### src/rtl/maze_pkg.sv
// Shared encodings for the memory-maze game controller: FSM states,
// move directions, difficulty levels and small arithmetic helpers.
package maze_pkg;

    typedef enum logic [2:0] {
        ST_MENU     = 3'd0,
        ST_SHOW_MAP = 3'd1,
        ST_PLAYING  = 3'd2,
        ST_FETCH    = 3'd3,
        ST_CHECK    = 3'd4,
        ST_WON      = 3'd5,
        ST_LOST     = 3'd6
    } state_e;

    localparam logic [1:0] DIR_LEFT  = 2'd0;
    localparam logic [1:0] DIR_RIGHT = 2'd1;
    localparam logic [1:0] DIR_UP    = 2'd2;
    localparam logic [1:0] DIR_DOWN  = 2'd3;

    localparam logic [1:0] DIFF_EASY   = 2'd0;
    localparam logic [1:0] DIFF_MEDIUM = 2'd1;
    localparam logic [1:0] DIFF_HARD   = 2'd2;

    localparam logic [1:0] SHIFT_EASY   = 2'd0;
    localparam logic [1:0] SHIFT_MEDIUM = 2'd1;
    localparam logic [1:0] SHIFT_HARD   = 2'd2;

    // Encodings 2 and 3 are both hard.
    function automatic logic [1:0] diff_shift(input logic [1:0] diff);
        logic [1:0] sh;
        case (diff)
            DIFF_EASY:   sh = SHIFT_EASY;
            DIFF_MEDIUM: sh = SHIFT_MEDIUM;
            default:     sh = SHIFT_HARD;
        endcase
        return sh;
    endfunction

    function automatic logic [15:0] sat_inc16(input logic [15:0] v);
        logic [15:0] r;
        if (v == 16'hFFFF) begin
            r = v;
        end else begin
            r = v + 16'd1;
        end
        return r;
    endfunction

endpackage

### src/rtl/maze_reveal_timer.sv
// Loadable down-counter for the map-reveal phase: load captures length-1,
// done is high while enabled and the count has reached zero.
module maze_reveal_timer #(
    parameter int LEN_W = 20
) (
    input  logic             clk,
    input  logic             reset,
    input  logic             load,
    input  logic             en,
    input  logic [LEN_W-1:0] length,
    output logic             done
);

    logic [LEN_W-1:0] count_q;
    logic [LEN_W-1:0] count_d;

    // Next-count selection: load wins over counting.
    always_comb begin
        count_d = count_q;
        if (load) begin
            count_d = length - LEN_W'(1);
        end else if (en && (count_q != LEN_W'(0))) begin
            count_d = count_q - LEN_W'(1);
        end else begin
            count_d = count_q;
        end
    end

    // Count register.
    always_ff @(posedge clk or posedge reset) begin
        if (reset) begin
            count_q <= LEN_W'(0);
        end else begin
            count_q <= count_d;
        end
    end

    assign done = en && !load && (count_q == LEN_W'(0));

endmodule

### src/rtl/maze_game_ctrl.sv
// Memory-maze game controller: reveal timer, player movement, wall checks.
// Optional feature macro MAZE_LIVES_EN adds a lives counter and lives_left port.
module maze_game_ctrl
    import maze_pkg::*;
#(
    parameter int GRID_W      = 30,
    parameter int GRID_H      = 21,
    parameter int SHOW_CYCLES = 1000000,
    parameter int LIVES       = 3
) (
    input  logic                        clk,
    input  logic                        reset,
    input  logic                        start,
    input  logic [1:0]                  difficulty,
    input  logic                        move_valid,
    input  logic [1:0]                  move_dir,
    output logic                        move_ready,
    output logic [$clog2(GRID_H)-1:0]   rom_addr,
    input  logic [GRID_W-1:0]           rom_data,
    output logic [$clog2(GRID_W)-1:0]   player_x,
    output logic [$clog2(GRID_H)-1:0]   player_y,
    output logic                        map_visible,
    output logic [2:0]                  game_state,
    output logic                        lost,
    output logic                        won,
    output logic [15:0]                 move_count
`ifdef MAZE_LIVES_EN
    ,
    output logic [$clog2(LIVES+1)-1:0]  lives_left
`endif
);

    localparam int XW    = $clog2(GRID_W);
    localparam int AW    = $clog2(GRID_H);
    localparam int LEN_W = $clog2(SHOW_CYCLES + 1);
    localparam logic [LEN_W-1:0] SHOW_LEN = LEN_W'(SHOW_CYCLES);
    localparam logic [XW-1:0]    X_MAX    = XW'(GRID_W - 1);
    localparam logic [AW-1:0]    Y_MAX    = AW'(GRID_H - 1);

    state_e          state_q, state_d;
    logic [XW-1:0]   px_q, px_d, tx_q, tx_d;
    logic [AW-1:0]   py_q, py_d, ty_q, ty_d;
    logic [AW-1:0]   rom_addr_q, rom_addr_d;
    logic            lost_q, lost_d, won_q, won_d;
    logic            move_ready_q, move_ready_d;
    logic            map_visible_q, map_visible_d;
    logic [15:0]     mc_q, mc_d;
    logic [1:0]      diff_q, diff_d;
    logic            timer_load_s, timer_done_s;
    logic [LEN_W-1:0] reveal_len_s;
    logic [XW-1:0]   tgt_x_s;
    logic [AW-1:0]   tgt_y_s;
    logic            oob_s;
`ifdef MAZE_LIVES_EN
    localparam int LW = $clog2(LIVES + 1);
    logic [LW-1:0]   lives_q, lives_d;
`endif

    // Target cell of the requested move and whether it leaves the grid.
    always_comb begin
        tgt_x_s = px_q;
        tgt_y_s = py_q;
        oob_s   = 1'b0;
        case (move_dir)
            DIR_LEFT: begin
                if (px_q == XW'(0)) oob_s = 1'b1;
                else                tgt_x_s = px_q - XW'(1);
            end
            DIR_RIGHT: begin
                if (px_q == X_MAX) oob_s = 1'b1;
                else               tgt_x_s = px_q + XW'(1);
            end
            DIR_UP: begin
                if (py_q == AW'(0)) oob_s = 1'b1;
                else                tgt_y_s = py_q - AW'(1);
            end
            default: begin
                if (py_q == Y_MAX) oob_s = 1'b1;
                else               tgt_y_s = py_q + AW'(1);
            end
        endcase
    end

    // Main FSM: next state and next values of all game registers.
    always_comb begin
        state_d      = state_q;
        px_d         = px_q;
        py_d         = py_q;
        tx_d         = tx_q;
        ty_d         = ty_q;
        rom_addr_d   = rom_addr_q;
        lost_d       = lost_q;
        won_d        = won_q;
        mc_d         = mc_q;
        diff_d       = diff_q;
        timer_load_s = 1'b0;
`ifdef MAZE_LIVES_EN
        lives_d      = lives_q;
`endif
        case (state_q)
            ST_MENU, ST_WON, ST_LOST: begin
                if (start) begin
                    diff_d       = difficulty;
                    px_d         = XW'(0);
                    py_d         = AW'(0);
                    lost_d       = 1'b0;
                    won_d        = 1'b0;
                    mc_d         = 16'd0;
                    timer_load_s = 1'b1;
`ifdef MAZE_LIVES_EN
                    lives_d      = LW'(LIVES);
`endif
                    state_d      = ST_SHOW_MAP;
                end else begin
                    state_d = state_q;
                end
            end
            ST_SHOW_MAP: begin
                if (timer_done_s) state_d = ST_PLAYING;
                else              state_d = ST_SHOW_MAP;
            end
            ST_PLAYING: begin
                if (move_valid && move_ready_q && !oob_s) begin
                    tx_d       = tgt_x_s;
                    ty_d       = tgt_y_s;
                    rom_addr_d = tgt_y_s;
                    state_d    = ST_FETCH;
                end else begin
                    state_d = ST_PLAYING;
                end
            end
            ST_FETCH: begin
                state_d = ST_CHECK;
            end
            ST_CHECK: begin
                if (rom_data[tx_q]) begin
`ifdef MAZE_LIVES_EN
                    lives_d = lives_q - LW'(1);
                    mc_d    = sat_inc16(mc_q);
                    if (lives_q <= LW'(1)) begin
                        lost_d  = 1'b1;
                        state_d = ST_LOST;
                    end else begin
                        state_d = ST_PLAYING;
                    end
`else
                    lost_d  = 1'b1;
                    state_d = ST_LOST;
`endif
                end else begin
                    px_d = tx_q;
                    py_d = ty_q;
                    mc_d = sat_inc16(mc_q);
                    if ((tx_q == X_MAX) && (ty_q == Y_MAX)) begin
                        won_d   = 1'b1;
                        state_d = ST_WON;
                    end else begin
                        state_d = ST_PLAYING;
                    end
                end
            end
            default: begin
                state_d = ST_MENU;
            end
        endcase

        // Status flags are registered from the next state so they line up with game_state.
        move_ready_d  = (state_d == ST_PLAYING);
        map_visible_d = (state_d == ST_SHOW_MAP) || (state_d == ST_WON) ||
                        (state_d == ST_LOST);
    end

    assign reveal_len_s = SHOW_LEN >> diff_shift(diff_d);

    maze_reveal_timer #(
        .LEN_W (LEN_W)
    ) u_reveal_timer (
        .clk    (clk),
        .reset  (reset),
        .load   (timer_load_s),
        .en     (state_q == ST_SHOW_MAP),
        .length (reveal_len_s),
        .done   (timer_done_s)
    );

    // Game state registers.
    always_ff @(posedge clk or posedge reset) begin
        if (reset) begin
            state_q       <= ST_MENU;
            px_q          <= XW'(0);
            py_q          <= AW'(0);
            tx_q          <= XW'(0);
            ty_q          <= AW'(0);
            rom_addr_q    <= AW'(0);
            lost_q        <= 1'b0;
            won_q         <= 1'b0;
            mc_q          <= 16'd0;
            diff_q        <= 2'd0;
            move_ready_q  <= 1'b0;
            map_visible_q <= 1'b0;
`ifdef MAZE_LIVES_EN
            lives_q       <= LW'(0);
`endif
        end else begin
            state_q       <= state_d;
            px_q          <= px_d;
            py_q          <= py_d;
            tx_q          <= tx_d;
            ty_q          <= ty_d;
            rom_addr_q    <= rom_addr_d;
            lost_q        <= lost_d;
            won_q         <= won_d;
            mc_q          <= mc_d;
            diff_q        <= diff_d;
            move_ready_q  <= move_ready_d;
            map_visible_q <= map_visible_d;
`ifdef MAZE_LIVES_EN
            lives_q       <= lives_d;
`endif
        end
    end

    assign move_ready  = move_ready_q;
    assign rom_addr    = rom_addr_q;
    assign player_x    = px_q;
    assign player_y    = py_q;
    assign map_visible = map_visible_q;
    assign game_state  = state_q;
    assign lost        = lost_q;
    assign won         = won_q;
    assign move_count  = mc_q;
`ifdef MAZE_LIVES_EN
    assign lives_left  = lives_q;
`endif

endmodule
### config.mk
export PLATFORM = sky130hd
export DESIGN_NAME = maze_game_ctrl
export DESIGN_NICKNAME = d
export VERILOG_FILES = /design/src/rtl/maze_pkg.sv /design/src/rtl/maze_reveal_timer.sv /design/src/rtl/maze_game_ctrl.sv
export SDC_FILE = /design/constraint.sdc
export NUM_CORES = 1
export LEC_CHECK = 0
export CAP_MARGIN = 10
export CORE_ASPECT_RATIO = 1.5
export CORE_MARGIN = 1
export CORE_UTILIZATION = 40
export CTS_BUF_LIST = sky130_fd_sc_hd__clkbuf_2
export CTS_CLUSTER_SIZE = 20
export DETAILED_ROUTE_END_ITERATION = 7
export SYNTH_ARGS = -nofsm -noshare
export SYNTH_HDL_FRONTEND = slang
export SYNTH_SLANG_ARGS = --single-unit
### constraint.sdc
create_clock -name clk -period 3 [get_ports clk]
set_input_delay 0.6 -clock clk [delete_from_list [all_inputs] [get_ports clk]]
set_output_delay 0.6 -clock clk [all_outputs]
set_load 0.05 [all_outputs]
Word-level counts from Yosys, hierarchy flattened
Cells that the tools add are included.
{ "classes": {"n_reduce_logical": 26, "eq_ne": 23, "n_addsub": 7, "magnitude_cmp": 1, "shifts": 1, "n_mux": 41} }
{ "ops": {"columns": ["operator", "n"], "rows": [
  ["2-to-1 mux 16 bit", 3],
  ["2-to-1 mux 20 bit", 2],
  ["one-hot mux 5 bit (2 select lines)", 4],
  ["subtractor 20 x 1 -> 20 bit, second input constant", 2],
  ["2-to-1 mux 5 bit", 7],
  ["one-hot mux 16 bit (2 select lines)", 1],
  ["equality test 5 bit, second input constant", 4],
  ["zero test 20 bit", 1],
  ["nonzero test 20 bit", 1],
  [">> shifter 20 x 2 -> 20 bit, first input constant", 1],
  ["adder 16 x 1 -> 16 bit, second input constant", 1],
  ["equality test 16 bit, second input constant", 1],
  ["equality test 3 bit, second input constant", 5],
  ["one-hot mux 3 bit (5 select lines)", 1],
  ["2-to-1 mux 1 bit", 12],
  ["adder 5 x 1 -> 5 bit, second input constant", 2],
  ["zero test 5 bit", 2],
  ["inequality test 2 bit, second input constant", 5],
  ["subtractor 5 x 1 -> 5 bit, second input constant", 2],
  ["equality test 3 x 2 -> 1 bit, second input constant", 3],
  ["2-to-1 mux 3 bit", 3],
  ["AND reduction 4 bit", 2],
  ["equality test 3 x 1 -> 1 bit, second input constant", 2],
  ["logical AND 1 bit", 6],
  ["other kinds (17)", 26]
]} }
{ "word_totals": {"wordCells": 111, "register_bits": 65, "output_inout_bits": 38} }

Logic depth before layout (Yosys ltp)
{ "logic_depth": {"depth_word": 11, "depth_mapped": 11, "mapped_depth_nobuf": 8} }

Cells and area by module
A second synthesis with hierarchy kept.
{ "hier_totals": {"cells_unflattened": 575, "hier_area_um2": 4820.9} }
{ "modules_own_cells": {"columns": ["mod", "cells_each", "seq_area_each_um2", "instances", "area_per_inst_um2"], "rows": [
  ["maze_game_ctrl", 346, 1126.1, 1, 2957.8],
  ["maze_reveal_timer", 229, 500.5, 1, 1863.0]
]} }

Worst setup path before layout
Ideal clock, no wire load.
{ "synth_path": {"path_kind": "reg-to-reg", "from": "register state_q[0], in the netlist game_state[0]", "to": "register u_reveal_timer.count_q[8]", "n_path_buf": 3, "arrival_ns": 2.888, "setup_ns": 0.131, "path_slack_ns": -0.019, "stages_incl_launch_ff": 12, "cell_sequence": "dfrtp_1 > xor2_1 > a21o_1 > nand2_1 > clkbuf_1 > buf_1 > nand2_1 > ha_1 > clkbuf_1 > o2111ai_2 > o211a_1 > or3_1"} }
{ "synth_between": {"elab_chain_len": 8, "elab_cells_between_ends": 15} }
{ "synth_lines": {"columns": ["element", "line_no", "source"], "rows": [
  ["from (decl)", "maze_game_ctrl.sv:40", "state_e state_q, state_d;"],
  ["from (signal assigned)", "maze_game_ctrl.sv:205", "state_q <= state_d;"],
  ["equality test 3 bit or zero test 3 bit (tied branches)", "maze_game_ctrl.sv:100", "case (state_q)"],
  ["OR reduction 3 bit", "maze_game_ctrl.sv:100", null],
  ["2-to-1 mux 2 bit", "maze_game_ctrl.sv:100", null],
  ["equality test 2 x 1 -> 1 bit or zero test 2 bit (tied branches)", "maze_pkg.sv:31", "case (diff)"],
  ["one-hot mux 2 bit (2 select lines)", "maze_pkg.sv:31", null],
  [">> shifter 20 x 2 -> 20 bit", "maze_game_ctrl.sv:173", "assign reveal_len_s = SHOW_LEN >> diff_shift(diff_d);"],
  ["subtractor 20 x 1 -> 20 bit", "maze_reveal_timer.sv:21", "count_d = length - LEN_W'(1);"],
  ["2-to-1 mux 20 bit", "maze_reveal_timer.sv:20", "if (load) begin"],
  ["to (signal assigned)", "maze_reveal_timer.sv:34", "count_q <= count_d;"],
  ["to (decl)", "maze_reveal_timer.sv:14", "logic [LEN_W-1:0] count_q;"]
]} }
Several ways; a longest one is shown, not always the timed one.
A chain may end at the register's enable or synchronous reset.

Final worst setup path
{ "layout_path": {"from": "register state_q[1], in the netlist game_state[1]", "to": "register u_reveal_timer.count_q[17]"} }
Same word-level chain as after synthesis.

==> impl_metrics.py <==
metrics = {
    "power_and_ir_drop": {
        "cellPowerDensity_nw_per_um2": 753.2,
        "leakagePower_uw": 0.002191,
        "total_power_uw": 4214,
        "ir_drop_mv": 0.3512,
    },
    "yosys": {
        "syn_nets": 539,
        "synthCells": 492,
        "synth_seq_area_share_pct": 36.55,
        "synth_edf_count": 0,
        "yosys_warnings": 0,
        "synth.distinct_cells": 63,
        "syn_avg_cell_area_um2": 8.766,
        "ys.flop_type": "dfrtp_1",
        "async_reset_ff_share_pct": 100.0,
        "synth-seq-cells": 63,
        "syn_area_um2": 4313,
    },
    "critical_path": {
        "r2r_end": "u_reveal_timer.count_q[17]",
        "cp_max_fo": 15,
        "critPathCapture": "u_reveal_timer.count_q[17]",
        "cp-start-kind": "register",
        "worstSetupPathType": "register to register",
        "critical-path-top-delay-family": "compound AO/OA/AOI/OAI gates",
        "rr_worst_depth": 7,
        "critical_path.startpoint": "game_state[1]",
        "crit_buf_inv": 1,
        "max_stage_delay_ps": 610,
        "rrSetupSlack_ps": 150,
        "cp.arrival_ps": 3350,
        "required_ps": 3500,
        "timing.rr.start": "game_state[1]",
        "crit_path_end_kind": "register",
        "worstSetupPathDepth": 7,
        "slowest_stage": "a2111oi_1",
        "crit_chain": "xor2_1 -> a21o_1 -> nand2_1 -> or4_1 -> a2111oi_1 -> buf_4 -> xnor2_1",
    },
    "layout": {
        "antenna_cells": 0,
        "fill_cells": 1031,
        "syn2layout_area_growth_pct": 29.74,
        "multi_input_area_um2": 2556,
        "layout_commonest_cell": "clkdlybuf4s50_1",
        "final_cell_mix": "75 x clkdlybuf4s50_1, 61 x dfrtp_1, 50 x nand2_1",
        "nNetsFinal": 637,
        "final_layout_size_suffix_gt1_share_pct": 14.12,
        "seq_area_um2": 1579,
    },
    "cts": {
        "cts_max_path_buffers": 2,
        "cts-root-buf": "clkbuf_2",
        "clk_latency_ps": 560,
        "cts_tree": "yes",
        "cts_max_level": 3,
        "cts_made_buffers": 9,
        "clkTransAtPathRegs_ps": 190,
        "cts_num_sinks": 63,
        "post_cts_buffers": 0,
    },
    "placed_design": {
        "dpl.hpwl_mm": 9.211,
        "place_congestion": 0.8387,
        "io_buffers": 75,
    },
    "drt": {
        "routed_via_density": 5.862,
        "num_vias": 4332,
        "first_iter_violations": 381,
        "drc": 0,
        "dr.pass1.iters": 5,
        "ant_nets": 0,
        "wl_per_cell_um": 17.09,
        "totalWireLength_mm": 12.63,
    },
    "global_routing": {
        "antenna_found_initial": 0,
        "gr-total-overflow": 0,
        "grt_use_met1_pct": 27.86,
        "use_met2_pct": 42.80,
        "grt_pass1_vias": 4304,
        "grt_pass1_wl_mm": 20.82,
        "gr-usage-all-layers_pct": 23.94,
        "grt_start_max_net_pins": 40,
        "grt_use_met3_pct": 4.586,
        "busiest_layer": "met2",
    },
    "die": {
        "start_util_pct": 40.95,
        "die-area_um2": 11210,
        "core_um2": 10530,
        "num_rows": 46,
        "die_y_um": 129.2,
        "io-pin-count": 76,
        "die-width_um": 86.78,
    },
    "worst_hold_path": {
        "hp-class": "input port to asynchronous set/reset pin",
    },
    "sta": {
        "fin_worst_skew_ps": 17.67,
        "setup_viol_count_final": 0,
        "period_share_pct": 94.89,
        "tns_ps": 0,
        "relSlewSlack_pct": 42.75,
        "slew_violations": 0,
        "fin_crit_ps": 2847,
        "finalHoldViolCount": 0,
        "worst_pin_slew_ps": 858.7,
        "fmax_ghz": 0.3513,
    },
    "job": {
        "max_cap_viol_count": 0,
    },
    "outcome": {
        "status": "finished, final reports clean",
    },
}
synthesized netlist by cell type, types with 3 or more instances:
library cell,number,area [um^2]
a21oi_1,41,205.2
a22oi_1,3,22.52
a311oi_1,4,35.03
a31oi_1,4,25.02
and2_1,5,31.28
and3_1,7,43.79
and4_1,3,26.28
buf_2,11,55.05
clkbuf_1,20,75.07
dfrtp_1,63,1577
ha_1,9,112.6
inv_1,14,52.55
mux2_2,6,67.56
mux2i_1,7,70.07
mux4_2,6,135.1
nand2_1,50,187.7
nand2b_1,5,31.28
nand3_1,15,75.07
nand3b_1,4,30.03
nand4_1,6,37.54
nor2_1,39,146.4
nor2b_1,6,37.54
nor3_1,13,65.06
nor4_1,3,18.77
nor4bb_1,3,30.03
o211a_1,3,30.03
o211ai_1,8,60.06
o21a_1,5,37.54
o21ai_0,25,125.1
o221ai_1,4,35.03
o311a_1,4,40.04
o31ai_1,18,135.1
o41ai_1,3,26.28
or2_2,3,18.77
or3_1,11,68.82
or4_1,18,135.1
xnor2_1,7,61.31
cells by family (layout without fill, tap and decap cells):
group           after synthesis  after routing  synth area share, %
simple gates                199            199                24.83
compound gates              147            147                23.64
flops                        63             63                36.55
buf+inv                      47            150                4.410
mux                          19             19                6.324
fa+ha+maj                     9              9                2.611
xor+xnor                      8              8                1.625
worst min-delay path by stage:
stage	endpoint	slack [ps]	depth (start not counted)
after floorplan	u_reveal_timer.count_q[12]	470	1
after global placement	u_reveal_timer.count_q[5]	520	1
after detailed placement	lost	510	2
after CTS	tx_q[0]	400	2
after global routing	tx_q[0]	410	2
final	tx_q[2]	390	2
worst reg2reg max path, cell delays in order (launching register included):
cell	delay (ps)
dfrtp_2	560
xor2_1	270
a21o_1	310
nand2_1	220
or4_1	510
a2111oi_1	610
buf_4	210
xnor2_1	100
repair_timing:
item,in CTS,in global routing
hold buffers,0,0
resized for setup,0,1
endpoints found under the setup margin,0,1
sequential cells by signal, summed over array words and instances (netlist names):
name and cells:
game_state 3, u_reveal_timer.count_q 20, move_count 16, move_ready 1, won 1, lost 1, player_y 5, map_visible 1
rom_addr 5, tx_q 5, player_x 5
cell type report:
class	count	share of cell area, %
clock buffers	10	0.8945
multi-input cells	382	45.68
flip-flops and latches	63	28.22
repair buffers	120	19.68
well taps	144	3.220
clock inverters	6	1.364
inverters	14	0.9392
power by group:
part,internal (uW),switching (uW),leakage [uW]
sequential,1050,292,0.000809
clock,270,337,0.0000784
combinational,966,1300,0.00130
metrics by stage:
| stage | cell area, um^2 | hold slack, ps | utilization, % | cells | setup slack [ps] |
|---|---|---|---|---|---|
| floorplan | 4315 | 473.5 | - | 492 | 87.57 |
| global placement | 5468 | 519.0 | 51.91 | 723 | -190.7 |
| detailed placement | 5468 | 513.4 | 51.91 | 723 | -265.4 |
| CTS | 5594 | 397.0 | 53.11 | 739 | 71.83 |
| global route | 5595 | 415.0 | 53.12 | 739 | -44.74 |
| finish | 5595 | 390.1 | 53.12 | 739 | 153.4 |
routing by layer:
layer / up-vias / wire length, um
li1: 2071 / -
met1: 2096 / 5078
met2: 134 / 6690
met3: 31 / 576
met4: 0 / 286
met5: - / 0
(Power assumes the default switching activity.)
